## config.mk

```make
export PLATFORM = sky130hd
export DESIGN_NAME = axis_result_serializer
export DESIGN_NICKNAME = d
export VERILOG_FILES = /design/src/rtl/axis_result_serializer_pkg.sv /design/src/rtl/axis_lane_buffer.sv /design/src/rtl/axis_result_serializer.sv
export SDC_FILE = /design/constraint.sdc
export NUM_CORES = 1
export LEC_CHECK = 0
export ABC_CLOCK_PERIOD_IN_PS = 1900
export CORE_MARGIN = 1
export CORE_UTILIZATION = 38
export CTS_CLUSTER_DIAMETER = 150
export DETAILED_ROUTE_END_ITERATION = 10
export PLACE_DENSITY = 0.85
export REMOVE_ABC_BUFFERS = 1
export SLEW_MARGIN = 15
export SYNTH_ARGS = -nofsm -noshare
export SYNTH_HDL_FRONTEND = slang
export SYNTH_SLANG_ARGS = --single-unit
```

## constraint.sdc

```tcl
create_clock -name clk -period 1.9 [get_ports clk]
set_input_delay 0.285 -clock clk [delete_from_list [all_inputs] [get_ports clk]]
set_output_delay 0.285 -clock clk [all_outputs]
set_load 0.02 [all_outputs]
```

## src/rtl/axis_result_serializer_pkg.sv

```systemverilog
// Shared definitions for the result serializer: drain FSM states and the
// helper that sizes the lane index.
package axis_result_serializer_pkg;

  typedef enum logic {
    COLLECT,
    DRAIN
  } state_t;

  // Width of the lane index; never narrower than one bit so a single-lane
  // build still has a legal counter.
  function automatic int lane_bits(input int lanes);
    return (lanes > 1) ? $clog2(lanes) : 1;
  endfunction

endpackage

```

## src/rtl/axis_lane_buffer.sv

```systemverilog
// One-entry skid buffer for a single result lane. Holds one word plus its
// last/user sideband until the serializer clears the whole row.
module axis_lane_buffer #(
  parameter int DATA_WIDTH = 16,
  parameter int USER_WIDTH = 8
) (
  input  logic                  clk,
  input  logic                  rst,
  input  logic [DATA_WIDTH-1:0] s_tdata,
  input  logic                  s_tvalid,
  output logic                  s_tready,
  input  logic                  s_tlast,
  input  logic [USER_WIDTH-1:0] s_tuser,
  input  logic                  clear,
  output logic                  full,
  output logic [DATA_WIDTH-1:0] data,
  output logic                  last,
  output logic [USER_WIDTH-1:0] user
);

  // Ready is held low while reset is asserted so nothing is accepted mid-reset.
  assign s_tready = rst && !full;

  // Capture one beat when empty; the row clear frees the slot for the next cycle.
  always_ff @(posedge clk) begin
    if (!rst) begin
      full <= 1'b0;
      data <= '0;
      last <= 1'b0;
      user <= '0;
    end else if (clear) begin
      full <= 1'b0;
    end else if (s_tvalid && s_tready) begin
      full <= 1'b1;
      data <= s_tdata;
      last <= s_tlast;
      user <= s_tuser;
    end
  end

endmodule

```

## src/rtl/axis_result_serializer.sv

```systemverilog
// Collects one result word per array column and replays the row as a single
// AXI-Stream, lane 0 first.
// Optional build macro: AXIS_RESULT_SERIALIZER_LANE_TAG_EN overwrites the low
// lane-index bits of m_axis_tuser with the lane number of each beat.
module axis_result_serializer
  import axis_result_serializer_pkg::*;
#(
  parameter int LANES      = 1,
  parameter int DATA_WIDTH = 16,
  parameter int ID_WIDTH   = 8,
  parameter int DEST_WIDTH = 8,
  parameter int USER_WIDTH = 8
) (
  input  logic                        clk,
  input  logic                        rst,
  input  logic [LANES*DATA_WIDTH-1:0] s_axis_tdata,
  input  logic [LANES-1:0]            s_axis_tvalid,
  output logic [LANES-1:0]            s_axis_tready,
  input  logic [LANES-1:0]            s_axis_tlast,
  input  logic [LANES*USER_WIDTH-1:0] s_axis_tuser,
  output logic [DATA_WIDTH-1:0]       m_axis_tdata,
  output logic                        m_axis_tvalid,
  input  logic                        m_axis_tready,
  output logic                        m_axis_tlast,
  output logic [ID_WIDTH-1:0]         m_axis_tid,
  output logic [DEST_WIDTH-1:0]       m_axis_tdest,
  output logic [USER_WIDTH-1:0]       m_axis_tuser,
  input  logic [ID_WIDTH-1:0]         cfg_id,
  input  logic [DEST_WIDTH-1:0]       cfg_dest,
  output logic                        err_tlast_mismatch
);

  localparam int                   LANE_BITS = lane_bits(LANES);
  localparam logic [LANE_BITS-1:0] LAST_IDX  = LANE_BITS'(LANES - 1);

  state_t                 state;
  logic [LANE_BITS-1:0]   cnt;
  logic [LANES-1:0]       full;
  logic [LANES-1:0]       buf_last;
  logic [DATA_WIDTH-1:0]  buf_data [LANES];
  logic [USER_WIDTH-1:0]  buf_user [LANES];
  logic [LANES-1:0]       full_next;
  logic [LANES-1:0]       last_next;
  logic                   row_full;
  logic                   lasts_agree;
  logic                   drain_active;
  logic                   drain_fire;
  logic                   row_done;
  logic [USER_WIDTH-1:0]  user_sel;

  for (genvar k = 0; k < LANES; k++) begin : g_lane
    axis_lane_buffer #(
      .DATA_WIDTH(DATA_WIDTH),
      .USER_WIDTH(USER_WIDTH)
    ) u_lane (
      .clk     (clk),
      .rst     (rst),
      .s_tdata (s_axis_tdata[k*DATA_WIDTH +: DATA_WIDTH]),
      .s_tvalid(s_axis_tvalid[k]),
      .s_tready(s_axis_tready[k]),
      .s_tlast (s_axis_tlast[k]),
      .s_tuser (s_axis_tuser[k*USER_WIDTH +: USER_WIDTH]),
      .clear   (row_done),
      .full    (full[k]),
      .data    (buf_data[k]),
      .last    (buf_last[k]),
      .user    (buf_user[k])
    );
  end

  // Look one edge ahead so the drain starts on the same edge the last lane
  // captures, giving one cycle from final handshake to m_axis_tvalid.
  always_comb begin
    full_next = full;
    last_next = buf_last;
    for (int k = 0; k < LANES; k++) begin
      if (s_axis_tvalid[k] && s_axis_tready[k]) begin
        full_next[k] = 1'b1;
        last_next[k] = s_axis_tlast[k];
      end
    end
    row_full    = &full_next;
    lasts_agree = (&last_next) || !(|last_next);
  end

  // Output is gated by reset so a beat cannot complete while reset is low.
  assign drain_active  = (state == DRAIN) && rst;
  assign drain_fire    = drain_active && m_axis_tready;
  assign row_done      = drain_fire && (cnt == LAST_IDX);
  assign m_axis_tvalid = drain_active;
  assign m_axis_tid    = cfg_id;
  assign m_axis_tdest  = cfg_dest;

  // Select the buffered lane addressed by cnt; outputs are zero while collecting.
  always_comb begin
    m_axis_tdata = '0;
    m_axis_tuser = '0;
    m_axis_tlast = 1'b0;
    user_sel     = buf_user[cnt];
`ifdef AXIS_RESULT_SERIALIZER_LANE_TAG_EN
    user_sel[LANE_BITS-1:0] = cnt;
`endif
    if (drain_active) begin
      m_axis_tdata = buf_data[cnt];
      m_axis_tuser = user_sel;
      m_axis_tlast = (cnt == LAST_IDX) && buf_last[0];
    end
  end

  // Row sequencer: wait for every lane, then walk cnt across the lanes.
  always_ff @(posedge clk) begin
    if (!rst) begin
      state              <= COLLECT;
      cnt                <= '0;
      err_tlast_mismatch <= 1'b0;
    end else begin
      case (state)
        COLLECT: begin
          if (row_full) begin
            state <= DRAIN;
            cnt   <= '0;
            if (!lasts_agree) begin
              err_tlast_mismatch <= 1'b1;
            end
          end
        end
        DRAIN: begin
          if (drain_fire) begin
            if (cnt == LAST_IDX) begin
              state <= COLLECT;
              cnt   <= '0;
            end else begin
              cnt <= cnt + LANE_BITS'(1);
            end
          end
        end
        default: begin
          state <= COLLECT;
          cnt   <= '0;
        end
      endcase
    end
  end

endmodule
```

Word level (Yosys, flattened, before mapping)

Cells that the tools add are included.

Bits in registers: 28
Bits in latches: 0
RAM bits: 0
Bits in read-only memories: 0
Input port bits: 45
Output and inout port bits: 44
Memories kept: 0

Add/subtract/negate cells: 1
Multiply operators: 0
Div/mod/pow operators: 0
Order comparisons: 1
Eq/ne operators: 2
Shift operators: 0
Multiplexer cells: 14
Bitwise logic cells: 4
Reduce and logical (&&, ||, !) cells: 10

Operators with widths:

| cell                | count |
|---|---|
| $mux 16             | 2 |
| $mux 8              | 2 |
| $mux 1              | 8 |
| $logic_and 1x1->1   | 6 |
| $not 1->1           | 4 |
| $pmux 1 s2          | 2 |
| $reduce_and 2->1    | 2 |
| $ne 2x1->1 const B  | 1 |
| $ne 2x2->1 const B  | 1 |
| $reduce_or 2->1     | 1 |
| $add 1x1->1 const B | 1 |
| $logic_not 1->1     | 1 |
| $lt 1x1->1 const B  | 1 |

Logic depth before layout (Yosys ltp)

Gate-level depths: netlist of the first run.

Depth after elaboration: 6
Mapped depth: 5
Gate-level depth less buffers: 3

Hierarchy

A second synthesis of the first run with hierarchy kept.

Cell total of the unflattened synthesis: 168
Area, all modules: 1,450.1 um^2

By module, submodules not included:

| module                 | times used | cells an instance | area each (um^2) |
|---|---|---|---|
| axis_lane_buffer       | 1          | 114               | 1,072.3 |
| axis_result_serializer | 1          | 54                | 377.9 |

Worst setup path before layout of the first run

Ideal clock, no wire load.

Path type: input port to output port
Start: input port rst
End: output port s_axis_tready
Arrival: 0.959 ns
Slack: 0.656 ns
Cell stages on the path: 3
Buffers on the path: 2
Path through: buf_4 clkbuf_1 nor2b_1

Word-level cells in the longest chain between the ends: 1

RTL lines:

| what              | line                         | RTL |
|---|---|---|
| start, declared   | axis_result_serializer.sv:15 | `input logic rst,` |
| $logic_and 1x1->1 | axis_lane_buffer.sv:22       | `assign s_tready = rst && !full;` |
| end, declared     | axis_result_serializer.sv:18 | `output logic [LANES-1:0] s_axis_tready,` |

No other way between the ends.

Worst setup path after layout of the first run

Start: input port rst
End: output port m_axis_tuser[7]

Word-level cells in the longest chain between the ends: 2

RTL lines:

| what              | line                          | RTL |
|---|---|---|
| $logic_and 1x1->1 | axis_result_serializer.sv:87  | `assign drain_active = (state == DRAIN) && rst;` |
| $mux 8            | axis_result_serializer.sv:103 | `if (drain_active) begin` |
| end, declared     | axis_result_serializer.sv:27  | `output logic [USER_WIDTH-1:0] m_axis_tuser,` |

No other way between the ends.

==> run metrics, run 1 <==
setup slack, reg-to-reg=0.61 ns; adder-cell share of the synthesized area=0%; fin area=0.00180 mm^2; hold slack=0.455 ns; CTS Sinks=27; fin. max-slew vios=0; synthesis-to-finish area growth=36.1%; Clk pin slew, worst setup/hold paths=0.13 ns; fmax=548 MHz; CP Data Required Time=1.62 ns; mapped cell area=0.00132 mm^2; reg-to-reg critical path endpoint=g_lane[0].u_lane.user[7]$_SDFFE_PN0P_; Worst Path Buf+Inv=3; family with the most delay on the worst path=buffers and inverters; clk_lat worst skew=0.32 ns; worst stage delay on the critical path=0.51 ns; Setup WS pre-CTS=-0.193 ns; mux cell area share after synthesis=0%; Filler cells=349; RePlAce Congestion=0.656; startpoint type of the worst setup path=primary input; register area share after synthesis=40.9%; main combinational cell family by area after synthesis=simple AND/OR/NAND/NOR gates; PwrDens=615 mW/mm^2; Iter 0 DRT Violations=72; CTS tree=done; Core Area=0.00334 mm^2; Worst IR Drop VDD=0.000317 V; most common cell after layout, fill and taps aside=clkdlybuf4s50_1; Reg2Reg Launch Point=state$_SDFF_PN0_; setup ws final=0.0760 ns; clock skew=0.0101 ns; Die X=60.9 um; Yosys reg bits=27; RSZ-0062 raised after global routing=no; mean post-synth cell area=7.86 um^2; drt wl/cell=13.4 um; Final #Nets=248; die area=0.00371 mm^2; Netlist cell types=17; post-DR vias/cell=5.03; final worst path period share=96.0%; total number of vias=1,248; PortBufs=55; DP HPWL=2240 um; clock root cell=clkbuf_4; Period minus WS final=1.82 ns; Ys Warns=0; Finished Core Util=53.8%; Initial Utilization=39.6%; Hold Path Sink=g_lane[0].u_lane.data[12]$_SDFFE_PN0P_; placed cell areas=0.00180 mm^2; compound-cell area share of the yosys netlist=12.1%; critical path cell sequence=clkdlybuf4s50_1, buf_12, and3_1, dlygate4sd2_1; CP max stage cell=clkdlybuf4s50_1; number of global-route vias before repair=1,137; crit path DAT=1.54 ns; Setup Fix Bufs, Post-CTS=0; maximum fanout along the worst path=44; R2R cell count=4; ANT cells=0; global-route wire length before repair=5210 um; most frequent cells in the layout=28 x clkdlybuf4s50_1, 27 x dlygate4sd2_1, 26 x dfxtp_1; CTS H-Tree Depth=1; drt drc=0; critical path type=primary input to output port; layout cells sized above 1=7.43%; DRT Wirelength=3320 um; Final Hold Fails=0; P_leak=0.874 nW; Worst setup EP type=output port; Gate Count Post-Synth=168; setup violators final=0; All-Layer GR Usage=19.1%; Num CTS Buffers=3; Synth Area in XOR/XNOR=0%; Initial DRT Pass Iterations=4; crit path from=rst; cell count of the worst hold path=2; FP Rows=21; largest net degree at the start of global routing=45; total grt overflow=0; Die H=60.9 um; antenna-violating nets left=0; worst min-delay path startpoint=g_lane[0].u_lane.data[12]$_SDFFE_PN0P_; Post-Synth Simple-Gate Area=30.5%; Tightest Hold Check Type=flop to flop; Max Root-Sink Buffers=2; status=finished, final reports clean; initial antenna violation count=0; max_cap viols=0; I/O pins=89
-- how the worst max path moves through the flow --
stage,to,depth (start not counted),slack [ns]
final,m_axis_tuser[7],4,0.08
after detailed placement,m_axis_tuser[2],4,-0.19
after global placement,m_axis_tdata[15],4,-0.16
after CTS,m_axis_tuser[2],4,0.07
after floorplan,g_lane[0].u_lane.data[0]$_SDFFE_PN0P_,3,0.1
after global routing,m_axis_tuser[2],4,0.02
-- tightest hold or removal path: stages (launching register included) --
cell and delay, ns:
dfxtp_1 0.33, nand2_1 0.05, o21ai_1 0.05
-- flip-flops by register name, summed over array words and instances, names as in the netlist --
name                flops
g_lane.u_lane.full      1
state                   1
g_lane.u_lane.user      8
g_lane.u_lane.data     16
g_lane.u_lane.last      1
-- metrics by stage --
stage	cells	total power [W]	TNS [ns]
after floorplan	135	0.000731	0
after detailed placement	244	0.000884	-4.07
final	248	0.00111	0
after global placement	244	0.000878	-3.99
after global routing	248	0.00118	0
after CTS	248	0.00112	0
-- what timing repair did --
item | in CTS | in global routing
resized for setup | 28 | 0
hold buffers | 0 | 0
setup endpoints to repair | 27 | 0
-- cell type report --
cell class	count	area (um^2)	area share (%)
timing repair buffer	63	602	33.5
clock buffer	4	26.3	1.46
multi-input combinational	108	569	31.7
sequential	27	542	30.2
tap	46	57.6	3.20
-- Yosys cell counts --
cell type | count | area, um^2
dfxtp_1 | 27 | 541
and3_1 | 25 | 156
nand2_1 | 25 | 93.8
nand3_1 | 25 | 125
o21ai_0 | 23 | 115
buf_4 | 18 | 135
clkbuf_1 | 8 | 30.0
buf_2 | 5 | 25.0
buf_6 | 2 | 22.5
nor2b_1 | 2 | 12.5
o21ai_1 | 2 | 10.0
a21boi_4 | 1 | 18.8
and2_1 | 1 | 6.26
and2_4 | 1 | 8.76
conb_1 | 1 | 3.75
o21a_1 | 1 | 7.51
o31a_1 | 1 | 8.76
-- power by group --
| group | switching (W) | internal (W) | total (W) |
|---|---|---|---|
| sequential | 0.0000219 | 0.000610 | 0.000632 |
| combinational | 0.000112 | 0.000116 | 0.000228 |
| clock | 0.000163 | 0.0000820 | 0.000245 |
-- metal layers --
layer  up-vias  wire length [um]  global-route usage, %  share of wire (%)
met5         -                 0                   5.71                  0
met4         0                 0                   4.87                  0
met3         0               299                   7.46                9.0
met2        60              1530                   31.2                 46
met1       571              1480                   23.2                 45
li1        617                 -                      -                  -
-- logic make-up (layout without fill, tap and decap cells) --
group | count (synthesis) | count (layout)
AO/OA/AOI/OAI | 28 | 28
buffers and inverters | 33 | 67
flip-flops | 27 | 27
other | 1 | 1
AND/OR/NAND/NOR | 79 | 79
No activity file was read; power rests on OpenSTA's default activity.
==> run 2: changes to the inputs <==
--- a/config.mk
+++ b/config.mk
@@ -10,7 +10,7 @@
 export CORE_UTILIZATION = 38
 export CTS_CLUSTER_DIAMETER = 150
 export DETAILED_ROUTE_END_ITERATION = 10
-export PLACE_DENSITY = 0.85
+export PLACE_DENSITY = 0.82
 export REMOVE_ABC_BUFFERS = 1
 export SLEW_MARGIN = 15
 export SYNTH_ARGS = -nofsm -noshare
==> run 2 against run 1 <==
Global-route usage down 1.7 points. Cell count up 0.40%. Setup slack better by 0.0046 ns. Power down 0.64%. Via count down 2.4%. Die area unchanged. Critical path type unchanged. Critical endpoint is now m_axis_tlast. Largest cell class unchanged.
==> run metrics, run 2 (synthesis gave the netlist of run 1 again) <==
status=finished, final reports clean; Finished Core Util=54.0% (+0.19 points); fin. max-slew vios=0 (unchanged); fmax=550 MHz (+0.26%); Max Root-Sink Buffers=2 (unchanged); sequential share of power=57.3% (about the same); Reg2Reg Launch Point=state$_SDFF_PN0_; layout cells sized above 1=7.39% (-0.037 points); initial antenna violation count=0 (unchanged); CTS H-Tree Depth=1 (unchanged); reg-to-reg critical path endpoint=g_lane[0].u_lane.user[7]$_SDFFE_PN0P_; clock skew=0.00806 ns (-0.00200 ns); Hold Path Sink=g_lane[0].u_lane.user[2]$_SDFFE_PN0P_; Initial Utilization=39.6% (unchanged); cell-internal power=0.000809 W (+0.19%); Initial DRT Pass Iterations=4 (unchanged); Final #Nets=249 (+0.40%); most common cell after layout, fill and taps aside=clkdlybuf4s50_1; drt drc=0 (unchanged); CP Data Required Time=1.62 ns (about the same); Worst IR Drop VDD=0.000233 V (-26%); DP HPWL=2210 um (-1.1%); total number of vias=1,218 (-2.4%); setup TNS=0 ns (unchanged); Largest Register=g_lane.u_lane.data; sequential cell area=541 um^2 (-0.23%); Die H=60.9 um (unchanged); Iter 0 DRT Violations=71 (-1.4%); FP Rows=21 (unchanged); Final Hold Fails=0 (unchanged); setup slack, reg-to-reg=0.65 ns (+0.04 ns); maximum fanout along the worst path=44 (unchanged); Die X=60.9 um (unchanged); Largest register FFs=16 (unchanged); fin area=0.00180 mm^2 (+0.35%); Period minus WS final=1.82 ns (-0.00465 ns); startpoint type of the worst setup path=primary input; largest net degree at the start of global routing=45 (unchanged); setup violators final=0 (unchanged); max_cap viols=0 (unchanged); placed cell areas=0.00181 mm^2 (+0.42%); Num CTS Buffers=3 (unchanged); CTS Sinks=27 (unchanged); cell count of the worst hold path=2 (unchanged); post-DR vias/cell=4.89 (-2.8%); All-Layer GR Usage=17.5% (-1.7 points); crit path DAT=1.53 ns (about the same); clock root cell=clkbuf_4; Worst setup EP type=output port; R2R cell count=4 (unchanged); sw frac=26.3% (-0.61 points); synthesis-to-finish area growth=36.6%; RSZ-0062 raised after global routing=no; critical path type=primary input to output port; I/O pins=89 (unchanged); Tightest Hold Check Type=flop to flop; P_leak=0.879 nW (+0.56%); hold slack=0.458 ns (+0.00337 ns); RePlAce Congestion=0.706 (+7.6%); drt wl/cell=13.0 um (-2.8%); CTS tree=done; total grt overflow=0 (unchanged); final worst path period share=95.8% (-0.24 points); Core Area=0.00334 mm^2 (unchanged); most frequent cells in the layout=28 x clkdlybuf4s50_1, 27 x dfxtp_1, 27 x dlygate4sd2_1; PortBufs=55 (unchanged); worst min-delay path startpoint=g_lane[0].u_lane.user[2]$_SDFFE_PN0P_; Multi-input gate area=569 um^2 (unchanged); ANT cells=0 (unchanged); Comb pwr share=21.0% (+0.4 points); PwrDens=609 mW/mm^2 (-0.98%); global-route wire length before repair=4850 um (-6.9%); die area=0.00371 mm^2 (unchanged); clk_lat worst skew=0.31 ns (about the same); antenna-violating nets left=0 (unchanged); number of global-route vias before repair=1,072 (-5.7%); Clk pin slew, worst setup/hold paths=0.14 ns (about the same); Filler cells=355 (+1.7%); DRT Wirelength=3240 um (-2.4%); Tot Pwr=0.00110 W (-0.64%); Clk pwr share=21.7% (-0.5 points); Top Registers=g_lane.u_lane.data x16, g_lane.u_lane.user x8; Switching Power=0.000289 W (-2.9%); Hold Buf Count CTS=0 (unchanged)
-- run 2: cell type report --
type | instances | share of cell area (%)
Tap cell | 46 | 3.19
Timing Repair Buffer | 64 | 33.8
Multi-Input combinational cell | 108 | 31.6
Clock buffer | 4 | 1.46
Sequential cell | 27 | 30.0
-- run 2: through the flow --
stage,instances,setup WS (ns)
after floorplan,135,0.0972
after global placement,245,-0.171
after detailed placement,245,-0.185
after CTS,249,0.0799
after global routing,249,0.0219
final,249,0.0807
-- run 2: metal layers --
layer	global-route usage, %	routed length, um	up-vias	part of all wire [%]
met5	7.14	0	-	0
met2	29.0	1490	64	46
met4	2.92	13	0	0.40
met3	8.74	324	2	10
met1	20.0	1410	534	44
li1	-	-	618	-
-- run 2: how the worst max path moves through the flow --
stage,slack (ns),start,end,cells past startpoint
2_1_floorplan,0.1,g_lane[0].u_lane.full$_SDFF_PP0_,g_lane[0].u_lane.data[0]$_SDFFE_PN0P_,3
3_3_place_gp,-0.17,rst,m_axis_tdata[13],4
3_5_place_dp,-0.19,rst,m_axis_tdata[1],4
4_1_cts,0.08,rst,m_axis_tdata[1],4
5_1_grt,0.02,rst,m_axis_tdata[6],4
6_report,0.08,rst,m_axis_tlast,4
-- run 2: power by group through the flow --
stage / clock, W / combinational (W) / sequential [W]
floorplan: 0 / 0.0000877 / 0.000643
global placement: 0 / 0.000241 / 0.000641
detailed placement: 0 / 0.000243 / 0.000643
CTS: 0.000250 / 0.000235 / 0.000630
global route: 0.000277 / 0.000255 / 0.000635
finish: 0.000238 / 0.000231 / 0.000630
-- run 2: worst max-delay path, cell delays in order --
cell and delay, ns:
clkdlybuf4s50_1 0.52, buf_12 0.20, and3_1 0.19, dlygate4sd2_1 0.33
-- run 2: repair_timing --
action / CTS / global route
setup buffers: 0 / 0
endpoints found under the setup margin: 27 / 0
gates resized for setup: 27 / 0
==> run 3: changes to the inputs <==
--- a/config.mk
+++ b/config.mk
@@ -6,7 +6,6 @@
 export NUM_CORES = 1
 export LEC_CHECK = 0
 export ABC_CLOCK_PERIOD_IN_PS = 1900
-export CORE_MARGIN = 1
 export CORE_UTILIZATION = 38
 export CTS_CLUSTER_DIAMETER = 150
 export DETAILED_ROUTE_END_ITERATION = 10
==> results of run 3 <==
Same layout as run 2: the final DEF is identical, and so are final timing and power.
